## src/rtl/rv64i_io_pkg.sv

```systemverilog
// Shared types and width helpers for the rv64i store-capture I/O block.
package rv64i_io_pkg;

  // Channel index width: at least one bit, even for a single channel.
  function automatic int unsigned ch_width(int unsigned n);
    return (n <= 2) ? 1 : $clog2(n);
  endfunction

  // Occupancy width: must be able to represent DEPTH itself.
  function automatic int unsigned cnt_width(int unsigned d);
    return $clog2(d) + 1;
  endfunction

  // Widths of the default build (4 channels, 16 entries, 64-bit data).
  localparam int unsigned CH_W  = ch_width(4);
  localparam int unsigned CNT_W = cnt_width(16);

  typedef struct packed {
    logic [CH_W-1:0] channel;
    logic [63:0]     data;
  } io_entry_t;

  typedef enum logic {
    CAP_IDLE,
    CAP_PENDING
  } cap_state_t;

endpackage

```

## src/rtl/sync_fifo.sv

```systemverilog
// Single-clock FIFO. A push is accepted while full if a pop happens in the
// same cycle. The read port holds the last popped value while empty.
module sync_fifo #(
  parameter int unsigned WIDTH = 8,
  parameter int unsigned DEPTH = 16,
  localparam int unsigned AW   = $clog2(DEPTH),
  localparam int unsigned CW   = AW + 1
) (
  input  logic             clk,
  input  logic             rst_n,
  input  logic             push,
  input  logic [WIDTH-1:0] push_data,
  input  logic             pop,
  output logic [WIDTH-1:0] pop_data,
  output logic             full,
  output logic             empty,
  output logic [CW-1:0]    count
);

  logic [WIDTH-1:0] mem [DEPTH];
  logic [AW-1:0]    wr_ptr;
  logic [AW-1:0]    rd_ptr;
  logic [WIDTH-1:0] last_q;
  logic             do_push;
  logic             do_pop;

  assign empty    = (count == '0);
  assign full     = (count == CW'(DEPTH));
  assign do_pop   = pop & ~empty;
  assign do_push  = push & (~full | do_pop);
  assign pop_data = empty ? last_q : mem[rd_ptr];

  // Storage array write; contents need no reset since reads are gated by count.
  always_ff @(posedge clk) begin
    if (do_push) mem[wr_ptr] <= push_data;
  end

  // Pointers, occupancy and the held read value.
  always_ff @(posedge clk or negedge rst_n) begin
    if (!rst_n) begin
      wr_ptr <= '0;
      rd_ptr <= '0;
      count  <= '0;
      last_q <= '0;
    end else begin
      if (do_push) wr_ptr <= wr_ptr + 1'b1;
      if (do_pop) begin
        rd_ptr <= rd_ptr + 1'b1;
        last_q <= mem[rd_ptr];
      end
      case ({do_push, do_pop})
        2'b10:   count <= count + 1'b1;
        2'b01:   count <= count - 1'b1;
        default: count <= count;
      endcase
    end
  end

endmodule

```

## src/rtl/io_store_capture.sv

```systemverilog
// Snoops core stores to a bank of I/O addresses and queues {channel, data}
// entries for a valid/ready consumer, with stall or drop-and-flag on full.
module io_store_capture
  import rv64i_io_pkg::*;
#(
  parameter int unsigned     XLEN          = 64,
  parameter int unsigned     NUM_CHANNELS  = 4,
  parameter logic [XLEN-1:0] BASE_ADDR     = '0,
  parameter int unsigned     ADDR_STRIDE   = 8,
  parameter int unsigned     DEPTH         = 16,
  parameter bit              STALL_ON_FULL = 1'b1,
  localparam int unsigned    CH_BITS       = ch_width(NUM_CHANNELS),
  localparam int unsigned    CNT_BITS      = cnt_width(DEPTH)
) (
  input  logic                clk,
  input  logic                rst,
  input  logic [XLEN-1:0]     io_out_addr,
  input  logic [XLEN-1:0]     mem_out,
  input  logic                memory_we,
  output logic                mem_ready,
  output logic                out_valid,
  input  logic                out_ready,
  output logic [CH_BITS-1:0]  out_channel,
  output logic [XLEN-1:0]     out_data,
  output logic [CNT_BITS-1:0] fill_count,
  output logic                overflow,
  input  logic                overflow_clr
);

  localparam int unsigned STRIDE_SH = $clog2(ADDR_STRIDE);

  typedef struct packed {
    logic [CH_BITS-1:0] channel;
    logic [XLEN-1:0]    data;
  } entry_t;

  cap_state_t      state_q, state_d;
  entry_t          pend_q, pend_d;
  entry_t          store_entry, push_entry, head;
  logic            we_q;
  logic            store_evt, store_hit;
  logic [XLEN-1:0] offset, slot_idx;
  logic            low_ok;
  logic            push, set_ovf, slot, fifo_full, fifo_empty;

  // Rising edge of the store strobe is the store event.
  assign store_evt = memory_we & ~we_q;

  // Address decode: aligned to the stride and within the channel range.
  assign offset      = io_out_addr - BASE_ADDR;
  assign low_ok      = (offset & XLEN'(ADDR_STRIDE - 1)) == '0;
  assign slot_idx    = offset >> STRIDE_SH;
  assign store_hit   = store_evt & low_ok & (slot_idx < XLEN'(NUM_CHANNELS));
  assign store_entry = '{channel: slot_idx[CH_BITS-1:0], data: mem_out};

  // A slot exists if not full, or if the head leaves this cycle.
  assign slot = ~fifo_full | (out_ready & ~fifo_empty);

  // Next-state, push selection and overflow detection.
  always_comb begin
    state_d    = state_q;
    pend_d     = pend_q;
    push       = 1'b0;
    push_entry = store_entry;
    set_ovf    = 1'b0;
    unique case (state_q)
      CAP_IDLE: begin
        if (store_hit) begin
          if (slot) begin
            push = 1'b1;
          end else if (STALL_ON_FULL) begin
            state_d = CAP_PENDING;
            pend_d  = store_entry;
          end else begin
            set_ovf = 1'b1;
          end
        end
      end
      CAP_PENDING: begin
        if (slot) begin
          push       = 1'b1;
          push_entry = pend_q;
          state_d    = CAP_IDLE;
        end
        if (store_hit) set_ovf = 1'b1;
      end
      default: state_d = CAP_IDLE;
    endcase
  end

  // State, pending entry, strobe history and sticky overflow.
  always_ff @(posedge clk or negedge rst) begin
    if (!rst) begin
      state_q  <= CAP_IDLE;
      pend_q   <= '0;
      we_q     <= 1'b0;
      overflow <= 1'b0;
    end else begin
      state_q <= state_d;
      pend_q  <= pend_d;
      we_q    <= memory_we;
      if (set_ovf)           overflow <= 1'b1;
      else if (overflow_clr) overflow <= 1'b0;
    end
  end

  // mem_ready is a registered view of the FSM: low only while PENDING.
  assign mem_ready = (state_q == CAP_IDLE);

  sync_fifo #(
    .WIDTH ($bits(entry_t)),
    .DEPTH (DEPTH)
  ) u_fifo (
    .clk       (clk),
    .rst_n     (rst),
    .push      (push),
    .push_data (push_entry),
    .pop       (out_ready),
    .pop_data  (head),
    .full      (fifo_full),
    .empty     (fifo_empty),
    .count     (fill_count)
  );

  assign out_valid   = ~fifo_empty;
  assign out_channel = head.channel;
  assign out_data    = head.data;

endmodule

```

## config.mk

```make
export PLATFORM = sky130hd
export DESIGN_NAME = io_store_capture
export DESIGN_NICKNAME = d
export VERILOG_FILES = /design/src/rtl/rv64i_io_pkg.sv /design/src/rtl/sync_fifo.sv /design/src/rtl/io_store_capture.sv
export SDC_FILE = /design/constraint.sdc
export NUM_CORES = 1
export LEC_CHECK = 0
export ABC_CLOCK_PERIOD_IN_PS = 7700
export CAP_MARGIN = 10
export CORE_UTILIZATION = 47
export CTS_CLUSTER_SIZE = 8
export DETAILED_ROUTE_END_ITERATION = 8
export GPL_ROUTABILITY_DRIVEN = 1
export MAX_ROUTING_LAYER = met4
export PLACE_DENSITY = 0.71
export SLEW_MARGIN = 40
export SYNTH_ARGS = -nofsm -noshare
export SYNTH_HDL_FRONTEND = slang
export SYNTH_SLANG_ARGS = --single-unit
export TNS_END_PERCENT = 20
```

## constraint.sdc

```tcl
create_clock -name clk -period 7.7 [get_ports clk]
set_input_delay 1.54 -clock clk [delete_from_list [all_inputs] [get_ports clk]]
set_output_delay 1.54 -clock clk [all_outputs]
set_load 0.02 [all_outputs]
```

; ---- Word-level counts from Yosys, hierarchy flattened
; Memories as Yosys holds them, arrays and structs flattened.
; Cells that the tools add are included.
[totals]
latch_bits = 0
n_memories = 1
regBits = 148
rom_bits = 0
ram_bits = 1056
output_inout_bits = 74
input_bits = 133
wordCells = 49
[memory_table]
columns = name, words, word_bits, read_ports, rd_ports_with_merged_regs, wr, line_no
row1 = u_fifo.mem, 16, 66, 1, 0, 1, sync_fifo.sv:20  ; logic [WIDTH-1:0] mem [DEPTH];
[op_classes]
reduce_logical = 5
magnitude_cmp = 1
div = 0
eq_ne = 3
mul = 0
mux = 16
addsub = 4
n_bitwise = 10
shift = 0
[ops]
columns = op, count
row1 = $mux W66, 3
row2 = $logic_not A64 Y1, 1
row3 = $lt A61 B3 Y1 const B, 1
row4 = $pmux W5 S2, 1
row5 = $mux W1, 9
row6 = $add A4 B1 Y4 const B, 2
row7 = $pmux W1 S2, 3
row8 = $add A5 B1 Y5 const B, 1
row9 = $and A1 B1 Y1, 5
row10 = $eq A5 B5 Y1 const B, 1
row11 = $logic_not A5 Y1, 1
row12 = $sub A5 B1 Y5 const B, 1
row13 = $not A1 Y1, 4
row14 = $reduce_bool A2 Y1, 2
row15 = $eq A2 B1 Y1 const B, 1
row16 = $eq A2 B2 Y1 const B, 1
row17 = $reduce_and A2 Y1, 1
row18 = $or A1 B1 Y1, 1

; ---- Longest topological paths before layout
[depth]
depth_word = 10
depth_mapped = 16
ltp_nobuf = 13

; ---- Hierarchy
; From an unflattened synthesis, not the netlist that was laid out.
[unflattened]
cells_unflattened = 2392
hier_area_um2 = 47628.2
[modules_own_cells]
columns = module, seq_area_each_um2, cells_each, area_each_um2, n_inst
row1 = sync_fifo, 33687.3, 2143, 43979.7, 1
row2 = io_store_capture, 1726.7, 249, 3648.5, 1

; ---- Worst setup path after synthesis
; No wires, ideal clock.
[synth_timing]
path_type = input port to flip-flop
from = in io_out_addr[16]
to = mem u_fifo.mem[3][0] (netlist name) (enable)
setup_time_ps = 571
required_ps = 7129
path_stages = 5
arrival_time_ps = 7064
n_path_buf = 0
slack_ps = 65
cell_sequence = nor4_1 > nand4_1 > nor4_4 > o211ai_1 > nor3_1
[synth_via]
elab_chain_len = 7
[synth_rtl]
columns = item, line_no
row1 = "start, declared", io_store_capture.sv:17  ; input logic [XLEN-1:0] io_out_addr,
row2 = $lt A61 B3 Y1, io_store_capture.sv:53  ; assign store_hit = store_evt & low_ok & (slot_idx < XLEN'(NUM_CHANNELS));
row3 = $and A1 B1 Y1, io_store_capture.sv:53
row4 = $mux W1, io_store_capture.sv:68  ; if (store_hit) begin
row5 = $pmux W1 S2, io_store_capture.sv:66  ; unique case (state_q)
row6 = $and A1 B1 Y1, sync_fifo.sv:30  ; assign do_push = push & (~full | do_pop);
row7 = $mux W1, sync_fifo.sv:35  ; if (do_push) mem[wr_ptr] <= push_data;
row8 = $mux W1 (implied by the code), sync_fifo.sv:35
row9 = "end, declared", sync_fifo.sv:20
; Every way passes these cells.

; ---- Worst setup path in the final report
[layout_timing]
from = reg u_fifo.rd_ptr[0]
to = out out_data[6]
[layout_via]
elab_chain_len = 2
[layout_rtl]
columns = item, line_no
row1 = "start, declared", sync_fifo.sv:22  ; logic [AW-1:0] rd_ptr;
row2 = "start signal, assigned", sync_fifo.sv:48  ; rd_ptr <= rd_ptr + 1'b1;
row3 = $mem_v2 Z16 W66, n/a
row4 = $mux W66, sync_fifo.sv:31  ; assign pop_data = empty ? last_q : mem[rd_ptr];
row5 = "end, declared", io_store_capture.sv:24  ; output logic [XLEN-1:0] out_data,
; Every way passes these cells.

==> impl_metrics.csv <==
group,metric,value,unit
worst_hold_path,holdCritPathClass,"reg2reg",
clocking,cts.path.max_buffers,3,
power,seqPwrFrac,0.504,
worst_setup_path,cp-endpoint,"out_data[6]",
drt,first_pass_iters,5,
synth,synth.most_common_cell,"edfxtp_1",
clocking,ctsHoldBuffers,0,
power,p_leak,18.4,nW
synth,yosys.area.top_type_share,0.679,
synth,synthAdderAreaFrac,0.00241,
synth,synth_cell_type_count,37,
synth,async_flop_share,0.123,
global_routing,grt_usage,0.222,
synth,synth-edff-count,1056,
worst_setup_path,r2r-start,"u_fifo.count[1]$_DFFE_PN0P_",
power,pwr-share-clk,0.483,
synth,dominantRegCellSynth,"edfxtp_1",
synth,ys_seq_area_frac,0.758,
sta,tns,0,ps
outcome,outcome,"finished clean",
global_routing,grt_pass1_vias,25000,
worst_setup_path,crit_chain,"buf_12 > buf_4 > mux4_2 > a22o_1 > a221oi_1 > o21ai_0 > clkdlybuf4s50_1",
layout,drive_gt1_frac,0.252,
power,swShare,0.194,
synth,synthesis.area,46700,um2
worst_setup_path,slowest_stage,"dfrtp_4",
clocking,cts_tree,"yes",
placement,numPortBuffers,206,
floorplan,io_pins,207,
global_routing,grt_use_met3,0.0492,
synth,avgSynthCellArea,20.8,um2
power,combPwrFrac,0.014,
power,power_per_cell_area,254,nW/um2
sta,rsz0062_at_grt,"no",
power,switchingPower,2.73,mW
worst_setup_path,critPathBufInv,3,
drt,routed_via_density,5.98,
placement,dpl_worst_slack,1980,ps
synth,yosys_warnings,0,
synth,synthSimpleGateAreaFrac,0.0193,
global_routing,grt_pass1_wl,158000,um
sta,setup_ws,1470,ps
global_routing,antenna_found_initial,1,
drt,first_iter_violations,2284,
clocking,htreeDepth,4,
worst_setup_path,crit_start,"u_fifo.rd_ptr[0]$_DFFE_PN0P_",
sta,fin_crit,6230,ps
power,power.internal,11.4,mW
layout,nNetsFinal,2690,
sta,finalCritPeriodShare,0.809,
sta,drv_slew,0,
power,peakVddDrop,0.169,mV
worst_setup_path,worst_path_largest_cell_delay,860,ps
synth,syn_inst,2246,
layout,area_growth,19.1,%
worst_setup_path,setup.worst_path.end_class,"output pin",
layout,post-route-util,0.565,
sta,slew_headroom,0.422,
global_routing,gr-usage-met1,0.296,
floorplan,floorplan.die_area,101000,um2
placement,place_congestion,0.774,
global_routing,top_usage_layer,"met2",
worst_setup_path,critPathRequiredTime,6160,ps
layout,fin_cells,3959,
clocking,cts_made_buffers,169,
placement,place_inst,3663,
global_routing,use_met2,0.343,
placement,dp_hpwl,61100,um
synth,synth_fp_nets,2388,
drt,wl_per_cell,26.9,um
sta,worst_pin_slew,866,ps
global_routing,grt_max_degree,72,
worst_setup_path,worstSetupPathDepth,7,
floorplan,coreArea,98400,um2
clocking,clockRootBuffer,"clkbuf_16",
synth,synthMuxAreaShare,0.163,
synth,synth-xor-area-share,0.00225,
clocking,clk_transition_reported_paths,50,ps
synth,synth_top_area_cell,"edfxtp_1",
floorplan,die_w,317,um
synth,synth_seq_cells,1204,
sta,finClkSkew,19.7,ps
worst_setup_path,worst-path-max-fanout,53,
synth,yosys-top-cells-count,"edfxtp_1, mux4_2, dfrtp_1, nand2_1, o21ai_0",
floorplan,initial_utilization,0.475,
clocking,post_cts_resized,0,
drt,vias,23700,
global_routing,gr-total-overflow,0,
sta,finalSetupViolCount,0,
clocking,clock_latency,740,ps
worst_setup_path,start_kind,"flop",
job,max-cap-violations,0,
clocking,postCtsSetupRepairBufs,0,
drt,ant_nets,0,
worst_setup_path,r2r-end,"u_fifo.count[4]$_DFFE_PN0P_",
worst_setup_path,rrSetupSlack,3390,ps
sta,finalHoldViolCount,0,
worst_setup_path,ff2ff_path_depth,14,
worst_setup_path,crit_family,"buffers and inverters",
floorplan,die_h,317,um
clocking,clock-sinks,1204,
synth,synth_area_leaders,"edfxtp_1, mux4_2, dfrtp_1",
worst_setup_path,cp.arrival,4690,ps
floorplan,row_count,115,
synth,synth_compound_area_frac,0.0409,
sta,fmax,161,MHz
drt,finalWirelength,106000,um
worst_setup_path,critPathKind,"reg2out",
synth,synth_top_family_by_area,"multiplexers",
drt,drc_errors,0,
cells by family after synthesis:
kind of cell | Yosys count
muxes | 397
and+or+nand+nor | 201
xor gates and xnor gates | 12
AOI/OAI and AO/OA | 279
adders and majority gates | 9
buffers and inverters | 144
DFF | 1204
per-stage QoR:
stage / hold slack [ps] / instance area (um2) / total power, mW
CTS: 482 / 55600 / 14.2
global placement: 461 / 50200 / 7.42
global route: 504 / 55600 / 14.5
detailed placement: 470 / 50700 / 7.43
floorplan: 450 / 46700 / 7.29
finish: 475 / 55600 / 14.1
layout by cell type (no fill, tap or decap), types with 14 or more instances in the layout:
master | Yosys | routed
edfxtp_1 | 1056 | 1056
a22o_1 | 66 | 66
nand2_1 | 142 | 141
mux4_2 | 264 | 264
a221oi_1 | 66 | 65
and3_4 | 0 | 14
mux2_2 | 93 | 93
clkdlybuf4s50_1 | 0 | 205
o21ai_0 | 135 | 135
buf_12 | 0 | 27
nor4_1 | 16 | 16
buf_4 | 14 | 25
clkbuf_16 | 0 | 175
clkbuf_1 | 69 | 109
dfrtp_1 | 148 | 146
mux2_4 | 40 | 40
registers in the layout, indices dropped and copies added, names as in the netlist:
| register | count |
|---|---|
| u_fifo.last_q | 66 |
| pend_q | 66 |
| overflow | 1 |
| state_q | 1 |
| we_q | 1 |
| u_fifo.rd_ptr | 4 |
| u_fifo.mem | 1056 |
| u_fifo.count | 5 |
| u_fifo.wr_ptr | 4 |
worst min-delay path by stage:
stage | startpoint | to | slack [ps] | depth (start not counted)
5_1_grt | u_fifo.last_q[1]$_DFFE_PN0P_ | u_fifo.last_q[1]$_DFFE_PN0P_ | 500 | 2
3_5_place_dp | u_fifo.last_q[63]$_DFFE_PN0P_ | u_fifo.last_q[63]$_DFFE_PN0P_ | 470 | 2
2_1_floorplan | u_fifo.last_q[0]$_DFFE_PN0P_ | u_fifo.last_q[0]$_DFFE_PN0P_ | 450 | 2
3_3_place_gp | u_fifo.last_q[1]$_DFFE_PN0P_ | u_fifo.last_q[1]$_DFFE_PN0P_ | 460 | 2
6_report | u_fifo.last_q[13]$_DFFE_PN0P_ | u_fifo.last_q[13]$_DFFE_PN0P_ | 480 | 2
4_1_cts | u_fifo.last_q[16]$_DFFE_PN0P_ | u_fifo.last_q[16]$_DFFE_PN0P_ | 480 | 2
worst reg2reg max path, stage by stage, from the launching register on:
cell	delay, ps
dfrtp_1	470
nor4_1	450
nor2b_4	230
buf_4	520
inv_2	140
nand2_4	550
inv_1	330
ha_1	400
xor2_1	180
ha_1	230
o211ai_1	210
a21oi_1	100
a31oi_1	150
nor2_1	70
xor2_1	140
final cells by class:
class	count	area [um2]
Clock buffer	286	4820
Multi-Input combinational cell	898	10800
Inverter	8	30.0
Clock inverter	8	96.3
Antenna cell	1	2.50
Sequential cell	1204	35400
Fill cell	7052	42800
Tap cell	1287	1610
Timing Repair Buffer	267	2900
power by group through the flow:
stage / registers (mW) / clock network, mW / logic (mW)
detailed placement: 7.24 / 0 / 0.194
floorplan: 7.23 / 0 / 0.0585
global route: 7.11 / 7.19 / 0.210
global placement: 7.24 / 0 / 0.181
finish: 7.11 / 6.82 / 0.194
CTS: 7.11 / 6.92 / 0.195
metal layers:
metal	vias to the layer above	share of wire
met5	-	0
met4	0	0.022
met3	179	0.084
met2	1171	0.49
met1	12400	0.40
li1	9917	-
(Power assumes the default switching activity.)
